[config.mk]
export PLATFORM = sky130hd
export DESIGN_NAME = mux4_arbiter
export DESIGN_NICKNAME = d
export VERILOG_FILES = /design/src/rtl/mux4_arbiter_pkg.sv /design/src/rtl/mux4_arbiter_rr_pick4.sv /design/src/rtl/mux4_arbiter.sv
export SDC_FILE = /design/constraint.sdc
export NUM_CORES = 1
export LEC_CHECK = 0
export CAP_MARGIN = 30
export CORE_MARGIN = 3
export CORE_UTILIZATION = 36
export CTS_CLUSTER_DIAMETER = 80
export CTS_CLUSTER_SIZE = 24
export DETAILED_ROUTE_END_ITERATION = 8
export PLACE_DENSITY = 0.79
export RECOVER_POWER = 100
export SLEW_MARGIN = 20
export SYNTH_ARGS = -nofsm -noshare
export SYNTH_HDL_FRONTEND = slang
export SYNTH_HIERARCHICAL = 1
export SYNTH_SLANG_ARGS = --single-unit
[constraint.sdc]
create_clock -name clk -period 2.4 [get_ports clk]
set_input_delay 0.24 -clock clk [delete_from_list [all_inputs] [get_ports clk]]
set_output_delay 0.24 -clock clk [all_outputs]
set_load 0.03 [all_outputs]
[src/rtl/mux4_arbiter_pkg.sv]
// Shared types for the 4-input round-robin arbiter/mux.
// Latency: none (types and constants only).
// Backpressure: not applicable.
package mux4_arbiter_pkg;

   localparam int NUM_REQ = 4;

   // Requester index, wide enough for NUM_REQ
   typedef logic [1:0] req_idx_t;

   // IDLE: output register empty, BUSY: output register holds a word
   typedef enum logic {
      IDLE = 1'b0,
      BUSY = 1'b1
   } state_t;

endpackage : mux4_arbiter_pkg

[src/rtl/mux4_arbiter_rr_pick4.sv]
// Circular priority search: first set request bit starting at ptr, wrapping mod 4.
// Latency: purely combinational.
// Backpressure: none; the caller decides whether the pick is used.
module rr_pick4
   import mux4_arbiter_pkg::*;
(
   input  logic [NUM_REQ-1:0] req,
   input  req_idx_t           ptr,
   output logic               found,
   output req_idx_t           idx
);

   req_idx_t cand;

   // Scan from farthest to nearest offset so the nearest set bit is written last and wins
   always_comb begin
      found = 1'b0;
      idx   = ptr;
      cand  = ptr;
      for (int k = NUM_REQ - 1; k >= 0; k--) begin
         cand = ptr + req_idx_t'(k);
         if (req[cand]) begin
            found = 1'b1;
            idx   = cand;
         end
      end
   end

endmodule : rr_pick4

[src/rtl/mux4_arbiter.sv]
// Round-robin 4:1 arbiter/mux into a single registered output slot; optional grant stats (MUX4_ARBITER_STATS_EN).
// Latency: 1 cycle from accepted request to out_valid; 1 word/cycle sustained with out_ready high.
// Backpressure: out_ready low while BUSY freezes the output and holds every in_ready low.
module mux4_arbiter
   import mux4_arbiter_pkg::*;
#(
   parameter int DATA_W = 8,
   parameter int CNT_W  = 16
) (
   input  logic                      clk,
   input  logic                      rst_n,
   input  logic [NUM_REQ-1:0]        in_valid,
   input  logic [NUM_REQ*DATA_W-1:0] in_data,
   output logic [NUM_REQ-1:0]        in_ready,
   output logic                      out_valid,
   output logic [DATA_W-1:0]         out_data,
   output logic [1:0]                out_sel,
   input  logic                      out_ready
`ifdef MUX4_ARBITER_STATS_EN
   ,
   output logic [NUM_REQ*CNT_W-1:0]  grant_cnt
`endif
);

   state_t      state_q, state_d;
   req_idx_t    ptr_q;
   req_idx_t    win;
   logic        found;
   logic        capture_en;
   logic        capture;
   logic [DATA_W-1:0] sel_data;

   rr_pick4 u_pick (
      .req   (in_valid),
      .ptr   (ptr_q),
      .found (found),
      .idx   (win)
   );

   // The slot can take a word when empty or when its current word leaves this cycle;
   // rst_n gates capture so nothing is accepted while reset is held
   assign capture_en = (state_q == IDLE) || out_ready;
   assign capture    = capture_en && found && rst_n;
   assign sel_data   = in_data[win*DATA_W +: DATA_W];
   assign out_valid  = (state_q == BUSY);

   // One-hot accept strobe to the winning requester
   always_comb begin
      in_ready = '0;
      if (capture) begin
         in_ready[win] = 1'b1;
      end
   end

   // Next state: fill on capture, drain when the word leaves with nothing to replace it
   always_comb begin
      state_d = state_q;
      if (capture) begin
         state_d = BUSY;
      end else if ((state_q == BUSY) && out_ready) begin
         state_d = IDLE;
      end
   end

   // State register
   always_ff @(posedge clk or negedge rst_n) begin
      if (!rst_n) begin
         state_q <= IDLE;
      end else begin
         state_q <= state_d;
      end
   end

   // Output slot and rotating priority pointer load together on capture
   always_ff @(posedge clk or negedge rst_n) begin
      if (!rst_n) begin
         out_data <= '0;
         out_sel  <= '0;
         ptr_q    <= '0;
      end else if (capture) begin
         out_data <= sel_data;
         out_sel  <= win;
         ptr_q    <= win + req_idx_t'(1);
      end
   end

`ifdef MUX4_ARBITER_STATS_EN
   logic [NUM_REQ-1:0][CNT_W-1:0] cnt_q;

   // Per-requester saturating grant counters; in_ready is the one-hot capture strobe
   always_ff @(posedge clk or negedge rst_n) begin
      if (!rst_n) begin
         cnt_q <= '0;
      end else begin
         for (int i = 0; i < NUM_REQ; i++) begin
            if (in_ready[i] && (cnt_q[i] != {CNT_W{1'b1}})) begin
               cnt_q[i] <= cnt_q[i] + 1'b1;
            end
         end
      end
   end

   assign grant_cnt = cnt_q;
`endif

endmodule : mux4_arbiter

==> flow_metrics.py, run 1 <==
metrics = {
    "outcome": {
        "run_status": "finished, final reports clean",
    },
    "worst_setup_path": {
        "critical_path_arrival_ns": 2.08,
        "crit_path_max_incr_delay_ns": 0.58,
        "critPathLaunchType": "input port",
        "critPathCaptureType": "primary output",
        "cp_top_family": "buffers and inverters",
        "worst_path_max_delay_cell": "dlygate4sd3_1",
        "critical_path_fanouts_max": 11,
        "timing.critical_path.cells": "dlygate4sd3_1, or4_1, nand2_2, buf_6, ha_1, and2_0, buf_4",
        "timing.critical_path.required_ns": 2.16,
        "path_class": "input port to primary output",
        "path_buf_inv": 3,
    },
    "route": {
        "antenna_violating_nets_post_route": 0,
        "number_of_design_rule_violations_left_after_detail_routing": 0,
        "tritonroute_pass_1_iters": 4,
        "route.vias.total": 800,
        "post_drt_wl_per_cell_um": 13.5,
        "wl_um": 2190,
        "vias_per_cell": 4.94,
        "detailedRoute.firstIterationViolations": 10,
    },
    "yosys": {
        "yosys.cell_types.count": 22,
        "syn_avg_cell_area_um2": 13.1,
        "instance_count_of_the_mapped_netlist": 67,
        "synth-edff-count": 0,
        "ys_ff_latch": 13,
        "synth_top_area_frac": 0.372,
        "yosys_most_used_dff": "dfrtp_1",
        "synth.area.top_cells": "dfrtp_1, mux4_2, mux2_2",
        "mappedNetlistNets": 110,
        "cell_type_contributing_the_most_total_cell_area_after_synthesis": "dfrtp_1",
        "synth_async_sr_flop_share": 1.00,
        "synthesis.yosys.warnings": 6,
        "synth.cell_area_um2": 875,
        "yosysSeqAreaShare": 0.372,
    },
    "clock_tree": {
        "clock-root-buffer": "clkbuf_4",
        "clock_tree_from_tritoncts": "built",
        "cts_buffer_depth": 2,
        "htree_num_levels": 1,
        "numCtsBuffers": 3,
        "worst_skew_pair.late_latency_ns": 0.26,
        "clock-sinks": 13,
        "cts.hold.buffers_added": 0,
        "worst_setup_hold_path_clk_slew_ns": 0.08,
    },
    "sta": {
        "max_freq_mhz": 432,
        "setup_viol_count_final": 0,
        "min_period_ns": 2.32,
        "setup_repair_after_global_routing_missed_its_margin": "false",
        "layout_setup_ws_ns": 0.0829,
        "worst_pin_slew_ns": 0.729,
        "slew_viol_final": 0,
        "clock_skew_ns": 0.00475,
        "slew_headroom": 0.514,
        "post_route_fraction_of_the_period_consumed_by_the_critical_path": 0.965,
        "final-hold-violation-count": 0,
    },
    "power": {
        "power_density_nw_per_um2": 966,
        "worst_ir_drop_vdd_mv": 0.512,
        "cellLeakagePower_nw": 0.670,
    },
    "finish": {
        "finish.net_count": 178,
        "final_layout_size_suffix_gt1_frac": 0.321,
        "final-seq-area_um2": 325,
        "multi_input_comb_area_um2": 505,
        "final_core_util": 0.678,
        "antenna-diode-count": 0,
        "areaGrowthSynthToFinish_pct": 74.8,
        "fill_cells": 180,
    },
    "hold_path": {
        "hold_class": "input port to register",
    },
    "global_route": {
        "track_usage": 0.155,
        "antenna_found_initial": 0,
        "via_count_of_the_first_global_routing_pass": 876,
        "grt_first_pass_wirelength_um": 3840,
        "grt_start_max_net_pins": 15,
        "globalRoute.totalOverflow": 0,
    },
    "die": {
        "dieHeight_um": 55.3,
        "die_footprint_um2": 3060,
        "die_w_um": 55.3,
        "initial_core_util": 0.388,
        "io_pins": 54,
        "rows": 17,
        "core_region_area_um2": 2250,
    },
    "place": {
        "hpwl_um": 1840,
        "place.gp.congestion": 0.919,
        "post_place_setup_slack_ns": -0.372,
        "numPortBuffers": 53,
    },
    "job": {
        "max-cap-violations": 0,
    },
}
[repair_timing]
action | 4_1_cts | 5_1_grt
gates resized for setup | 9 | 9
pin swaps | 0 | 1
setup buffers | 0 | 2
setup endpoints to repair | 4 | 10
[where the power goes]
group          switching (mW)  internal [mW]  leakage, nW
registers              0.0472          0.324        0.151
clock network          0.0669         0.0641       0.0150
logic                   0.461          0.513        0.504
total                   0.575          0.901        0.670
[metrics by stage]
stage	hold WS (ns)	power, mW	TNS [ns]	cells	instance area [um2]
final	0.483	1.48	0	162	1530
after global routing	0.501	1.58	0	162	1530
after CTS	0.318	1.51	0	160	1520
after detailed placement	0.495	1.38	-1.97	156	1500
after global placement	0.489	1.36	-1.36	156	1500
after floorplan	-0.0556	0.977	0	67	875
[placed cells by master (no fill, tap or decap), types with 3 or more instances in the layout]
cell type         n
clkdlybuf4s50_1  34
dlygate4sd3_1    13
dfrtp_1          13
mux2_2           11
buf_4            11
mux4_2            8
inv_1             5
ha_1              4
clkbuf_4          4
and2_1            3
o21ai_0           3
[area by class of cell]
cell class,instances,area share
Clock buffer,4,0.0172
Inverter,5,0.0123
Multi-Input combinational cell,46,0.331
Sequential cell,13,0.213
Tap cell,28,0.0229
Timing Repair Buffer,66,0.404
[metal layers]
layer / routed length [um] / global-route usage / part of all wire
met5: 0 / 0 / 0
met4: 48 / 0.0625 / 0.022
met3: 132 / 0.0164 / 0.060
met2: 1180 / 0.277 / 0.54
met1: 828 / 0.187 / 0.38
[sequential cells by signal, indices dropped and copies added, names as in the netlist]
register,count
out_data,8
out_sel,2
out_valid,1
ptr_q,2
[worst register-to-register path, stage by stage (launching register included)]
cell and delay [ns]:
dfrtp_1 0.36, buf_4 0.12, and2b_1 0.17, o21ai_0 0.17, o221a_2 0.26, buf_6 0.18
mux4_2 0.50, mux2_1 0.29
[cell families (layout without fill, tap and decap cells)]
logic type / count (synthesis) / count (layout) / synth area share
AO/OA/AOI/OAI: 7 / 7 / 0.0558
adder cells (fa/ha/maj): 4 / 4 / 0.0572
buffers and inverters: 8 / 75 / 0.0472
flip-flops: 13 / 13 / 0.372
multiplexers: 20 / 20 / 0.365
AND/OR/NAND/NOR: 15 / 15 / 0.103
[worst paths after layout]
kind	startpoint	end	slack, ns	cells after the start
setup reg to reg	ptr_q[0]$_DFFE_PN0P_	out_data[6]$_DFFE_PN0P_	0.25	7
hold reg to reg	out_data[6]$_DFFE_PN0P_	out_data[6]$_DFFE_PN0P_	0.48	1
max in group asynchronous	rst_n	ptr_q[0]$_DFFE_PN0P_	1.37	2
hold / removal	in_valid[0]	out_valid$_DFFE_PN0P_	0.48	6
setup / recovery	in_valid[1]	in_ready[2]	0.08	7
min in group asynchronous	rst_n	ptr_q[1]$_DFFE_PN0P_	0.57	2
[synthesized netlist by cell type (2+ instances only)]
cell type / number
and2_1: 4
and2b_2: 2
dfrtp_1: 13
ha_1: 4
inv_1: 5
mux2_2: 11
mux4_2: 8
nand2_1: 3
nor2_1: 2
o21ai_0: 3
Power figures use the tool's default switching activity.
==> run 2, diff against run 1 <==
--- a/config.mk
+++ b/config.mk
@@ -11,7 +11,7 @@
 export CTS_CLUSTER_DIAMETER = 80
 export CTS_CLUSTER_SIZE = 24
 export DETAILED_ROUTE_END_ITERATION = 8
-export PLACE_DENSITY = 0.79
+export PLACE_DENSITY = 0.82
 export RECOVER_POWER = 100
 export SLEW_MARGIN = 20
 export SYNTH_ARGS = -nofsm -noshare
==> flow_metrics.py, run 2 (synthesis results as in run 1) <==
metrics = {
    "power": {
        "worst_ir_drop_vdd_mv": 0.572,
        "switching_share": 0.394,
        "power_density_nw_per_um2": 968,
        "netSwitchingPower_mw": 0.594,
        "power.internal_mw": 0.911,
        "share_seq_of_total_power": 0.248,
        "cellLeakagePower_nw": 0.693,
        "report.power.total_mw": 1.51,
        "share_clk_of_total_power": 0.089,
        "combinational_cell_fraction_of_total_power": 0.663,
    },
    "sta": {
        "post_route_fraction_of_the_period_consumed_by_the_critical_path": 0.940,
        "final-hold-violation-count": 0,
        "slew_headroom": 0.542,
        "min_period_ns": 2.26,
        "layout_setup_ws_ns": 0.143,
        "worst_pin_slew_ns": 0.687,
        "setup_viol_count_final": 0,
        "slew_viol_final": 0,
        "setup_repair_after_global_routing_missed_its_margin": "false",
        "clock_skew_ns": 0.0102,
        "max_freq_mhz": 443,
    },
    "worst_setup_path": {
        "r2r_setup_slack_ns": 0.27,
        "critical_path_arrival_ns": 2.02,
        "critical_path.reg2reg.startpoint": "ptr_q[0]$_DFFE_PN0P_",
        "critPathLaunchType": "register",
        "critPathCaptureType": "primary output",
        "path_class": "register to primary output",
        "reg2regPathDepth": 7,
        "critical_path_fanouts_max": 11,
        "regToRegEndpoint": "out_data[6]$_DFFE_PN0P_",
        "timing.critical_path.required_ns": 2.16,
    },
    "die": {
        "initial_core_util": 0.388,
        "core_region_area_um2": 2250,
        "die_w_um": 55.3,
        "dieHeight_um": 55.3,
        "io_pins": 54,
        "rows": 17,
        "die_footprint_um2": 3060,
    },
    "route": {
        "wl_um": 2380,
        "tritonroute_pass_1_iters": 4,
        "post_drt_wl_per_cell_um": 14.6,
        "number_of_design_rule_violations_left_after_detail_routing": 0,
        "detailedRoute.firstIterationViolations": 16,
        "antenna_violating_nets_post_route": 0,
        "route.vias.total": 797,
        "vias_per_cell": 4.89,
    },
    "place": {
        "postPlaceCellArea_um2": 1500,
        "post-place-cells": 157,
        "place.gp.congestion": 0.888,
        "hpwl_um": 1950,
        "numPortBuffers": 53,
        "post_place_setup_slack_ns": -0.300,
    },
    "finish": {
        "areaGrowthSynthToFinish_pct": 77.8,
        "most_common_cell_after_layout_fill_and_taps_aside": "clkdlybuf4s50_1",
        "regMostFlops": "out_data",
        "finish.instance_area_um2": 1560,
        "multi_input_comb_area_um2": 515,
        "fill_cells": 185,
        "finish.net_count": 179,
        "largestRegisters": "out_data x8, out_sel x2, ptr_q x2",
        "final_cells": 163,
        "final_layout_size_suffix_gt1_frac": 0.333,
        "largest_register_ff_count": 8,
        "antenna-diode-count": 0,
        "final-seq-area_um2": 325,
        "layout.cells.most_common_list": "clkdlybuf4s50_1, dfrtp_1, dlygate4sd3_1, buf_4, mux2_2",
    },
    "clock_tree": {
        "clock_tree_from_tritoncts": "built",
        "worst_setup_hold_path_clk_slew_ns": 0.09,
        "htree_num_levels": 1,
        "clock-root-buffer": "clkbuf_4",
        "cts.hold.buffers_added": 0,
        "numCtsBuffers": 3,
        "clock-sinks": 13,
        "cts_buffer_depth": 2,
        "worst_skew_pair.late_latency_ns": 0.27,
    },
    "global_route": {
        "grt_first_pass_wirelength_um": 4130,
        "antenna_found_initial": 0,
        "globalRoute.totalOverflow": 0,
        "via_count_of_the_first_global_routing_pass": 937,
        "track_usage": 0.165,
        "grt_start_max_net_pins": 15,
    },
    "hold_path": {
        "hold_path_cells": 1,
        "worst_hold_launch": "out_data[6]$_DFFE_PN0P_",
        "hold_class": "register to register",
        "hold_path_end": "out_data[6]$_DFFE_PN0P_",
    },
    "outcome": {
        "run_status": "finished, final reports clean",
    },
    "job": {
        "max-cap-violations": 0,
    },
}
-- run 2: layout make-up --
class / instances / share of cell area
sequential: 13 / 0.209
tap: 28 / 0.0225
inverter: 5 / 0.0121
multi-input combinational: 46 / 0.331
clock buffer: 3 / 0.0145
clock inverter: 1 / 0.00322
timing repair buffer: 67 / 0.407
-- run 2: power by group through the flow --
stage	sequential [mW]	clock, mW	combinational [mW]
final	0.373	0.134	0.997
after global routing	0.384	0.148	1.07
after CTS	0.379	0.141	1.03
after detailed placement	0.383	0	0.999
after global placement	0.380	0	0.977
after floorplan	0.561	0	0.417
-- run 2: critical path: stages (launching register included) --
cell	delay (ns)
dfrtp_1	0.34
and2b_2	0.21
or4_1	0.49
nand2_1	0.12
buf_8	0.15
ha_1	0.15
and2_1	0.14
buf_6	0.13
-- run 2: what timing repair did --
action | in CTS | in global routing
buffers inserted | 2 | 0
setup endpoints to repair | 4 | 5
gates resized for setup | 7 | 14
-- run 2: through the flow --
step | utilization | setup TNS [ns] | hold WS, ns
floorplan | - | 0 | -0.0556
global placement | 0.666 | -1.28 | 0.495
detailed placement | 0.666 | -2.10 | 0.499
CTS | 0.686 | 0 | 0.297
global route | 0.690 | 0 | 0.519
finish | 0.690 | 0 | 0.492
-- run 2: metal layers --
| metal | vias up | wire, um | global-route usage |
|---|---|---|---|
| met1 | 379 | 928 | 0.182 |
| li1 | 380 | - | - |
| met2 | 34 | 1250 | 0.304 |
| met3 | 4 | 168 | 0.0304 |
| met4 | 0 | 36 | 0.0694 |
| met5 | - | 0 | 0 |
-- run 2: worst max path at each step --
stage                                    start           to  slack (ns)  cells after the start
after CTS                          in_valid[3]  in_ready[2]       0.009                     10
after detailed placement           in_valid[3]  in_ready[0]       -0.30                      9
after floorplan           ptr_q[0]$_DFFE_PN0P_  in_ready[1]        0.21                      7
after global placement             in_valid[0]  in_ready[0]       -0.22                      8
final                     ptr_q[0]$_DFFE_PN0P_  in_ready[2]        0.14                      7
after global routing               in_valid[2]  in_ready[2]        0.03                      9
==> run 3, diff against run 2 <==
--- a/config.mk
+++ b/config.mk
@@ -5,13 +5,14 @@
 export SDC_FILE = /design/constraint.sdc
 export NUM_CORES = 1
 export LEC_CHECK = 0
+export ABC_AREA = 1
 export CAP_MARGIN = 30
 export CORE_MARGIN = 3
-export CORE_UTILIZATION = 36
+export CORE_UTILIZATION = 42
 export CTS_CLUSTER_DIAMETER = 80
 export CTS_CLUSTER_SIZE = 24
 export DETAILED_ROUTE_END_ITERATION = 8
-export PLACE_DENSITY = 0.82
+export PLACE_DENSITY = 0.83
 export RECOVER_POWER = 100
 export SLEW_MARGIN = 20
 export SYNTH_ARGS = -nofsm -noshare
==> flow_metrics.py, run 3 <==
metrics = {
    "route": {
        "route.vias.total": 1385,
        "detailedRoute.firstIterationViolations": 37,
        "wl_met2_um": 1430,
        "top_layer": "met4",
        "tritonroute_pass_1_iters": 4,
        "met3_routed_wirelength_um": 215,
        "number_of_design_rule_violations_left_after_detail_routing": 0,
        "antenna_violating_nets_post_route": 0,
        "wirelength_met1_um": 1330,
        "wl_um": 2980,
        "vias_per_cell": 4.54,
        "post_drt_wl_per_cell_um": 9.76,
    },
    "clock_tree": {
        "clock-root-buffer": "clkbuf_4",
        "cts.hold.buffers_added": 0,
        "clock_tree_from_tritoncts": "built",
        "clock-sinks": 13,
        "htree_num_levels": 1,
        "numCtsBuffers": 3,
        "cts_buffer_depth": 2,
        "worst_skew_pair.late_latency_ns": 0.27,
        "worst_setup_hold_path_clk_slew_ns": 0.08,
    },
    "yosys": {
        "cell_type_contributing_the_most_total_cell_area_after_synthesis": "nand2_1",
        "instance_count_of_the_mapped_netlist": 213,
        "syn_avg_cell_area_um2": 5.85,
        "mappedNetlistNets": 256,
        "ys_ff_latch": 13,
        "synthesis.yosys.warnings": 6,
        "synth.area.top_cells": "nand2_1, dfrtp_1, inv_1",
        "most_frequent_cell_after_synthesis": "nand2_1",
        "synth-edff-count": 0,
        "synth_async_sr_flop_share": 1.00,
        "synth.cell_area_um2": 1250,
        "yosys-top-cells-count": "nand2_1, inv_1, nand3_1, dfrtp_1, nand2_2",
        "yosys_most_used_dff": "dfrtp_1",
        "yosys.cell_types.count": 21,
        "yosysSeqAreaShare": 0.261,
        "synth_top_area_frac": 0.283,
    },
    "global_route": {
        "grt_first_pass_wirelength_um": 4860,
        "via_count_of_the_first_global_routing_pass": 1264,
        "antenna_found_initial": 0,
        "grt_start_max_net_pins": 17,
        "track_usage": 0.172,
        "globalRoute.totalOverflow": 0,
    },
    "sta": {
        "post_route_fraction_of_the_period_consumed_by_the_critical_path": 0.953,
        "slew_headroom": 0.552,
        "min_period_ns": 2.29,
        "slew_viol_final": 0,
        "layout_setup_ws_ns": 0.113,
        "max_freq_mhz": 437,
        "setup_viol_count_final": 0,
        "worst_pin_slew_ns": 0.672,
        "clock_skew_ns": 0.00682,
        "final-hold-violation-count": 0,
    },
    "die": {
        "die_footprint_um2": 3660,
        "io_pins": 54,
        "rows": 19,
        "core_region_area_um2": 2780,
        "initial_core_util": 0.448,
        "dieHeight_um": 60.5,
        "die_w_um": 60.5,
    },
    "power": {
        "power_density_nw_per_um2": 1440,
        "combinational_cell_fraction_of_total_power": 0.796,
        "worst_ir_drop_vdd_mv": 1.39,
        "switching_share": 0.529,
        "netSwitchingPower_mw": 1.42,
        "power.internal_mw": 1.27,
        "share_clk_of_total_power": 0.049,
        "cellLeakagePower_nw": 1.09,
        "share_seq_of_total_power": 0.154,
    },
    "finish": {
        "finish.instance_area_um2": 1870,
        "areaGrowthSynthToFinish_pct": 50.0,
        "largestRegisters": "out_data x8, out_sel x2, ptr_q x2",
        "largest_register_ff_count": 8,
        "antenna-diode-count": 0,
        "finish.net_count": 318,
        "final_layout_size_suffix_gt1_frac": 0.150,
        "regMostFlops": "out_data",
        "layout.cells.most_common_list": "nand2_1, clkdlybuf4s50_1, inv_1",
        "most_common_cell_after_layout_fill_and_taps_aside": "nand2_1",
        "final_core_util": 0.672,
    },
    "place": {
        "numPortBuffers": 53,
        "post_place_setup_slack_ns": 0.137,
        "place.gp.congestion": 0.880,
        "postPlaceCellArea_um2": 1780,
        "hpwl_um": 2380,
    },
    "outcome": {
        "run_status": "finished, final reports clean",
    },
    "worst_setup_path": {
        "critical_path_arrival_ns": 2.05,
        "critPathCaptureType": "primary output",
        "critPathLaunchType": "register",
        "critical_path_fanouts_max": 5,
        "path_class": "register to primary output",
        "timing.critical_path.required_ns": 2.16,
    },
    "job": {
        "max-cap-violations": 0,
    },
    "hold_path": {
        "hold_class": "register to register",
    },
}
-- run 3: cell types whose count changed after synthesis, sizes merged, moves of 3 or more --
cell	before	now
mux2	12	0
inv	5	51
and2	4	0
mux4	8	0
and2b	3	0
nor2	2	6
buf	2	7
nand3	0	22
nand2	3	103
-- run 3: cells by family after synthesis --
family | after synthesis | synth area share
AND/OR/NAND/NOR | 131 | 0.443
buffers and inverters | 58 | 0.219
flip-flops | 13 | 0.261
adder cells (fa/ha/maj) | 4 | 0.0402
AO/OA/AOI/OAI | 7 | 0.0372
-- run 3: area by class of cell --
type	count	area (um2)
Inverter	51	201
Timing Repair Buffer	64	612
Fill cell	261	912
Clock buffer	4	26.3
Tap cell	31	38.8
Sequential cell	13	328
Multi-Input combinational cell	142	663
-- run 3: metrics by stage --
stage	std cells	power (mW)	hold WS (ns)	setup TNS, ns
finish	305	2.69	0.490	0
global route	305	2.97	0.534	-0.0296
CTS	301	2.56	0.310	0
detailed placement	297	2.41	0.465	0
global placement	297	2.40	0.467	0
floorplan	213	1.95	-0.0556	0
-- run 3: worst max-delay path: stages, from the launching register on --
cell and delay [ns]:
dfrtp_2 0.45, buf_4 0.17, nand2_1 0.10, nand3_2 0.09, nand2_1 0.08, inv_1 0.04, nand2_1 0.05, nand2_1 0.06
nand2_1 0.05, nand2_1 0.07, nand2_4 0.12, inv_6 0.04, ha_1 0.19, inv_1 0.05, nor2_1 0.04, buf_4 0.16
-- run 3: worst paths after layout --
check	start	endpoint	slack [ns]	cells after the start
max in group asynchronous	rst_n	ptr_q[0]$_DFFE_PN0P_	1.37	2
worst max-delay path	ptr_q[0]$_DFFE_PN0P_	in_ready[0]	0.11	15
worst max register to register	ptr_q[0]$_DFFE_PN0P_	out_data[5]$_DFFE_PN0P_	0.44	16
worst min register to register	out_data[7]$_DFFE_PN0P_	out_data[7]$_DFFE_PN0P_	0.49	2
min in group asynchronous	rst_n	ptr_q[1]$_DFFE_PN0P_	0.55	2
worst min-delay path	out_data[7]$_DFFE_PN0P_	out_data[7]$_DFFE_PN0P_	0.49	2
-- run 3: what timing repair did --
item,4_1_cts,5_1_grt
endpoints found under the setup margin,4,4
setup buffers,0,4
pin swaps,0,1
endpoints found under the hold margin,0,0
resized for setup,1,8
-- run 3: layer usage --
layer,vias up,global-route usage
li1,740,-
met1,601,0.214
met2,42,0.296
met3,2,0.0447
met4,0,0.0464
met5,-,0
-- run 3: power groups by stage --
stage                     logic (mW)  clock network [mW]  registers (mW)
after CTS                       1.99               0.139           0.424
final                           2.14               0.133           0.415
after global placement          1.97                   0           0.425
after global routing            2.38               0.152           0.434
after detailed placement        1.99                   0           0.421
after floorplan                 1.38                   0           0.562
